File: src/rtl/seq_alu_pkg.sv
// Shared opcodes, FSM state encoding and counter sizing for seq_alu_w.
// Build option SEQ_ALU_REM_EN (used by seq_alu_w) enables the remainder output.
package seq_alu_pkg;

   localparam logic [1:0] OP_ADD = 2'b00;
   localparam logic [1:0] OP_MUL = 2'b01;
   localparam logic [1:0] OP_DIV = 2'b10;
   localparam logic [1:0] OP_CMP = 2'b11;

   typedef enum logic [1:0] {
      S_IDLE = 2'd0,
      S_ITER = 2'd1,
      S_FIN  = 2'd2
   } state_t;

   // Bits needed to count iterations 0 .. width-1.
   function automatic int cnt_w(input int width);
      return (width > 2) ? $clog2(width) : 1;
   endfunction

endpackage

File: src/rtl/seq_alu_w_md_step.sv
// One iteration of the shared magnitude datapath: shift-add multiply or
// non-restoring shift-subtract divide on a 2*WIDTH+1 bit accumulator.
module md_step #(
   parameter int WIDTH = 16
) (
   input  logic [2*WIDTH:0]   acc,
   input  logic [WIDTH-1:0]   b,
   input  logic               mode_div,
   output logic [2*WIDTH:0]   acc_next
);

   logic [WIDTH:0] hi_sum;
   logic [WIDTH:0] r_sh;
   logic [WIDTH:0] r_new;

   always_comb begin
      // Multiply: upper W+1 bits accumulate |B|, lower W bits hold the
      // remaining multiplier bits; everything shifts right each step.
      hi_sum = acc[2*WIDTH:WIDTH] + {1'b0, b};
      // Divide: upper W+1 bits are the signed partial remainder, lower W bits
      // shift dividend bits out and quotient bits in.
      r_sh   = {acc[2*WIDTH-1:WIDTH], acc[WIDTH-1]};
      r_new  = acc[2*WIDTH] ? (r_sh + {1'b0, b}) : (r_sh - {1'b0, b});
      if (mode_div) begin
         acc_next = {r_new, acc[WIDTH-2:0], ~r_new[WIDTH]};
      end else begin
         acc_next = {1'b0, (acc[0] ? hi_sum : acc[2*WIDTH:WIDTH]), acc[WIDTH-1:1]};
      end
   end

endmodule

File: src/rtl/seq_alu_w.sv
// Sequential signed ALU (add, compare, iterative mul/div) with start/done handshake.
// Define SEQ_ALU_REM_EN to add the signed remainder output rem.
module seq_alu_w
   import seq_alu_pkg::*;
#(
   parameter int WIDTH = 16
) (
   input  logic                 clk,
   input  logic                 rst,
   input  logic                 start,
   input  logic [1:0]           opcode,
   input  logic [WIDTH-1:0]     opA,
   input  logic [WIDTH-1:0]     opB,
   output logic [2*WIDTH-1:0]   res,
`ifdef SEQ_ALU_REM_EN
   output logic [WIDTH-1:0]     rem,
`endif
   output logic                 busy,
   output logic                 done,
   output logic                 dz,
   output logic [1:0]           fsm_state
);

   localparam int CNT_W = cnt_w(WIDTH);
   localparam int AW    = 2*WIDTH + 1;

   // Handshake: start is honoured only in IDLE; busy covers the accepting
   // edge up to the edge that raises done; done is a one-cycle pulse and res
   // (and rem) hold from that cycle until the next accepted start.

   state_t             state;
   state_t             next_state;
   logic [1:0]         op_q;
   logic [WIDTH-1:0]   a_q;
   logic [WIDTH-1:0]   b_q;
   logic [WIDTH-1:0]   a_in_mag;
   logic [WIDTH-1:0]   b_mag;
   logic [CNT_W-1:0]   cnt;
   logic [AW-1:0]      acc;
   logic [AW-1:0]      acc_next;
   logic [2*WIDTH-1:0] fin_res;
   logic [2*WIDTH-1:0] mag2;
   logic               neg;
   logic               b_zero;
   logic               iter_last;
   logic               mode_div;

   assign a_in_mag  = opA[WIDTH-1] ? -opA : opA;
   assign b_mag     = b_q[WIDTH-1] ? -b_q : b_q;
   assign b_zero    = (b_q == '0);
   assign neg       = a_q[WIDTH-1] ^ b_q[WIDTH-1];
   assign iter_last = (cnt == CNT_W'(WIDTH-1));
   assign mode_div  = (op_q == OP_DIV);
   assign fsm_state = state;

   md_step #(.WIDTH(WIDTH)) u_step (
      .acc      (acc),
      .b        (b_mag),
      .mode_div (mode_div),
      .acc_next (acc_next)
   );

   always_ff @(posedge clk) begin
      if (rst) state <= S_IDLE;
      else     state <= next_state;
   end

   always_comb begin
      next_state = state;
      case (state)
         S_IDLE: begin
            if (start) begin
               if (opcode == OP_MUL || (opcode == OP_DIV && opB != '0))
                  next_state = S_ITER;
               else
                  next_state = S_FIN;
            end
         end
         S_ITER:  if (iter_last) next_state = S_FIN;
         S_FIN:   next_state = S_IDLE;
         default: next_state = S_IDLE;
      endcase
   end

   // Result formation; magnitudes from the datapath get their sign here.
   always_comb begin
      fin_res = '0;
      mag2    = '0;
      case (op_q)
         OP_ADD: fin_res = {{WIDTH{a_q[WIDTH-1]}}, a_q} + {{WIDTH{b_q[WIDTH-1]}}, b_q};
         OP_CMP: begin
            if ($signed(a_q) > $signed(b_q)) fin_res = {{(2*WIDTH-1){1'b0}}, 1'b1};
            else if (a_q != b_q)             fin_res = '1;
         end
         OP_MUL: begin
            mag2    = acc[2*WIDTH-1:0];
            fin_res = neg ? -mag2 : mag2;
         end
         OP_DIV: begin
            if (b_zero) begin
               fin_res = '1;
            end else begin
               mag2    = {{WIDTH{1'b0}}, acc[WIDTH-1:0]};
               fin_res = neg ? -mag2 : mag2;
            end
         end
         default: fin_res = '0;
      endcase
   end

`ifdef SEQ_ALU_REM_EN
   logic [WIDTH-1:0] r_fix;
   logic [WIDTH-1:0] fin_rem;

   // A negative final partial remainder lies in [-|B|, 0); adding |B| back
   // lands in [0, |B|), so the low WIDTH bits are exact.
   always_comb begin
      r_fix   = acc[AW-1] ? (acc[AW-2:WIDTH] + b_mag) : acc[AW-2:WIDTH];
      fin_rem = '0;
      if (op_q == OP_DIV) begin
         if (b_zero) fin_rem = a_q;
         else        fin_rem = a_q[WIDTH-1] ? -r_fix : r_fix;
      end
   end
`endif

   always_ff @(posedge clk) begin
      if (rst) begin
         op_q <= OP_ADD;
         a_q  <= '0;
         b_q  <= '0;
         cnt  <= '0;
         acc  <= '0;
         res  <= '0;
         busy <= 1'b0;
         done <= 1'b0;
         dz   <= 1'b0;
`ifdef SEQ_ALU_REM_EN
         rem  <= '0;
`endif
      end else begin
         done <= 1'b0;
         case (state)
            S_IDLE: begin
               if (start) begin
                  op_q <= opcode;
                  a_q  <= opA;
                  b_q  <= opB;
                  dz   <= 1'b0;
                  busy <= 1'b1;
                  cnt  <= '0;
                  acc  <= {{(WIDTH+1){1'b0}}, a_in_mag};
               end
            end
            S_ITER: begin
               acc <= acc_next;
               cnt <= cnt + CNT_W'(1);
            end
            S_FIN: begin
               res  <= fin_res;
               dz   <= mode_div && b_zero;
               done <= 1'b1;
               busy <= 1'b0;
`ifdef SEQ_ALU_REM_EN
               rem  <= fin_rem;
`endif
            end
            default: ;
         endcase
      end
   end

endmodule
File: config.mk
export PLATFORM = sky130hd
export DESIGN_NAME = seq_alu_w
export DESIGN_NICKNAME = d
export VERILOG_FILES = /design/src/rtl/seq_alu_pkg.sv /design/src/rtl/seq_alu_w_md_step.sv /design/src/rtl/seq_alu_w.sv
export SDC_FILE = /design/constraint.sdc
export NUM_CORES = 1
export LEC_CHECK = 0
export BUFFER_PORTS_ARGS = -buffer_cell sky130_fd_sc_hd__buf_2
export CAP_MARGIN = 20
export CORE_ASPECT_RATIO = 1.1
export CORE_MARGIN = 2
export CORE_UTILIZATION = 40
export DETAILED_ROUTE_END_ITERATION = 12
export HOLD_SLACK_MARGIN = 0.12
export PLACE_DENSITY = 0.59
export SLEW_MARGIN = 0
export SYNTH_ARGS = -nofsm -noshare
export SYNTH_HDL_FRONTEND = slang
export SYNTH_HIERARCHICAL = 1
export SYNTH_SLANG_ARGS = --single-unit
File: constraint.sdc
create_clock -name clk -period 6.52 [get_ports clk]
set_input_delay 0.326 -clock clk [delete_from_list [all_inputs] [get_ports clk]]
set_output_delay 0.326 -clock clk [all_outputs]
set_load 0.02 [all_outputs]
==> results.md <==
* Status: complete, no violations
* Synth cell types at ~80
* Critical path class: flop to flop
* M1 wire length at roughly 14000 um
* ANT nets after route at 0
* Syn Nets at 1344
* Sw power at ~0.00095 W
* Worst R2R Start: b_q[0]
* WL final at around 31000 um
* CTS tree: yes
* Gr usage total at between 20 and 30%
* Layout cells sized above 1 at roughly 12%
* Layout area overhead at 9.66%
* # IOs at 74
* Switching Fraction at 41.1%
* DRC violations left at 0
* Combinational share of power at between 30 and 40%
* Crit path DAT at 5.71 ns
* Drt wl/cell at 19.7 um
* Ant diodes at 0
* Clock network power share at between 20% and 30%
* Setup slack on the worst flop-to-flop path at 1.08 ns
* Starting density of the core at between 40 and 50%
* Crit path max fanout at 10
* RR Endpoint: acc[0]
* Cell Int Power at between 0.001 and 0.0015 W
* Post-CTS resize count at 0
* Final Setup Violations at 0
* Unrepaired setup endpoints after global routing: false
* Hold path startpoint: opB[10]
* Clock Path Buffers at 2
* Synth Instances at 1233
* Worst-Skew Late Latency at 0.38 ns
* Tightest Pin Transition at 1.05 ns
* Cell Area, Synth at 9320 um2
* Placed cell area at ~10000 um2
* Max rail drop VDD at 0.124 mV
* Synth Register Bits at between 100 and 150
* Initial antenna violation count at 0
* Hold WC Path Type: input pin to flop
* Core area at 22900 um2
* Via count at roughly 9k
* Final Hold Viols at 0
* Port Buf Inserts at 73
* Seq/Total Area, Yosys at a little under a quarter
* First-pass GRT wire length at 48400 um
* Top routing layer in use: met4
* # hold bufs at CTS at 0
* Worst min-delay path endpoint: b_q[10]
* CTS Root Cell: clkbuf_16
* # clock sinks at around 110
* Critical Path RT at around 6.8 ns
* Max H-tree Level at 3
* Drt first-iter violations at ~670
* Seq pwr share at between 30 and 40%
* RD Place Congestion at 0.917
* Largest net degree at the start of global routing at 71
* DR pass1 iterations at 7
* Worst Hold Depth at 3
* Rows at 58
* DR WL met3 at about 1200 um
* Final period utilization at a little over four fifths
* DP HPWL at 23500 um
* Slew Limit Headroom at 29.1%
* Worst Setup End Kind: flop
* Die area at between 20000 and 25000 um2
* Fin crit period at 5.44 ns
* Clock slew at reported path FFs at ~0.090 ns
* PwrDens at 227 nW/um2
* Most frequent cells in the layout: 137 x nor2_1, 134 x nand2_1, 132 x a21oi_1, 108 x dfxtp_1, 72 x buf_2
* Slew Limit Fails at 0
* Top_reg_cell synth: dfxtp_1
* Vias per std cell at about 5.8
* Lkg Pwr at 4.21 nW
* R2r worst-path depth at 18
* Final Skew at between 0.02 and 0.025 ns
* Total CTS buffers at 9
* Max Fclk at roughly 180 MHz
* Sum Neg Setup Slack at 0 ns
* Die H at 164 um
* Yosys warning total at 6
* Number of enable flip-flop cells after synthesis at 0
* Fin nets at around 1.4k
* Met2 wire len at between 15000 and 20000 um
* Fin area at 10200 um2
* Max-Cap Viols at 0
* CP Launch Type: flop
* Mean area per synthesized cell at ~7.6 um2
* Number of global-route vias before repair at roughly 8.7k
* Post-CTS Setup Inserts at 0
* Commonest non-fill, non-tap cell in the layout: nor2_1
* Post-synth ARST share at 0%
* Grt ovf at 0
* Die W at about 150 um
==> flip-flops by register name (all words and copies together), names as in the netlist <==
register and count:
dz 1, res 32, op_q 2, b_q 16
done 1, a_q 16, busy 1, cnt 4
acc 33, fsm_state 2
==> synthesized netlist by cell type (17+ instances only) <==
library cell  instances  share of area [%]
o21ai_0              52                2.8
clkbuf_1             53                2.1
ha_1                 71                9.5
mux2_2               17                2.1
a211oi_1             21                1.7
nor3_1               23                1.2
xor2_1               51                4.8
nand3_1              20                1.1
a221oi_1             17                1.6
inv_1                65                2.6
dfxtp_1             108                 23
xnor2_1              47                4.4
nand2_1             134                5.4
a21oi_1             132                7.1
a22oi_1              23                1.9
nor4_1               19                1.3
nor2_1              137                5.5
==> kinds of logic (layout without fill, tap and decap cells) <==
kind of cell / after synthesis / after routing / synth area share [%]
AOI/OAI and AO/OA: 370 / 370 / 26.7
xor gates and xnor gates: 99 / 99 / 9.39
adders and majority gates: 74 / 74 / 10.2
buffers and inverters: 135 / 167 / 5.61
DFF: 108 / 108 / 23.2
muxes: 32 / 32 / 3.72
and+or+nand+nor: 415 / 415 / 21.2
==> power by group through the flow <==
| stage | Combinational [W] | Clock, W | Sequential, W |
|---|---|---|---|
| final | 0.000907 | 0.000618 | 0.000789 |
| after global routing | 0.00101 | 0.000655 | 0.000796 |
| after CTS | 0.000898 | 0.000631 | 0.000789 |
| after detailed placement | 0.000894 | 0 | 0.000805 |
| after global placement | 0.000893 | 0 | 0.000804 |
| after floorplan | 0.000667 | 0 | 0.000787 |
==> how the worst max path moves through the flow <==
stage,from,end,slack [ns],cells after the start
after floorplan,b_q[0],acc[0],1.93,19
after global placement,b_q[0],acc[0],1.13,18
after detailed placement,b_q[0],acc[0],1.16,18
after CTS,b_q[0],acc[0],1.14,18
after global routing,b_q[0],acc[0],0.74,18
final,b_q[0],acc[0],1.08,18
==> metrics by stage <==
| stage | cells | hold WS (ns) | power (W) | setup slack [ns] | util [%] |
|---|---|---|---|---|---|
| after floorplan | 1233 | 0.453 | 0.00145 | 1.93 | - |
| after global placement | 1549 | 0.446 | 0.00170 | 1.13 | 43.3 |
| after detailed placement | 1549 | 0.456 | 0.00170 | 1.16 | 43.3 |
| after CTS | 1565 | 0.191 | 0.00232 | 1.14 | 44.7 |
| after global routing | 1565 | 0.187 | 0.00246 | 0.742 | 44.7 |
| final | 1565 | 0.197 | 0.00231 | 1.08 | 44.7 |
==> cell type report <==
type | instances | area, um2
clock inverters | 7 | 103
clock buffers | 9 | 225
inverters | 66 | 248
repair buffers | 85 | 458
multi-input cells | 990 | 6640
flip-flops and latches | 108 | 2160
well taps | 300 | 375
fillers | 2366 | 12600
==> worst max-delay path, stage by stage, from the launching register on <==
cell     delay (ns)
dfxtp_1        0.59
inv_1          0.14
ha_1           0.30
a31o_2         0.29
xnor2_1        0.21
or4_4          0.54
or3_4          0.36
nor4_1         0.62
nor2_1         0.11
xnor2_1        0.17
ha_1           0.38
nand2_1        0.15
nor2_1         0.06
o41ai_1        0.45
a31oi_1        0.18
nor2_1         0.14
xnor2_1        0.11
mux2_4         0.27
o221a_2        0.27
==> metal layers <==
metal  vias up  GRT usage [%]
li1       4485              -
met1      4344           32.9
met2       216           43.8
met3        38           2.83
met4         0           9.31
met5         -              0
Note: power is estimated with default switching activity, not from simulation.
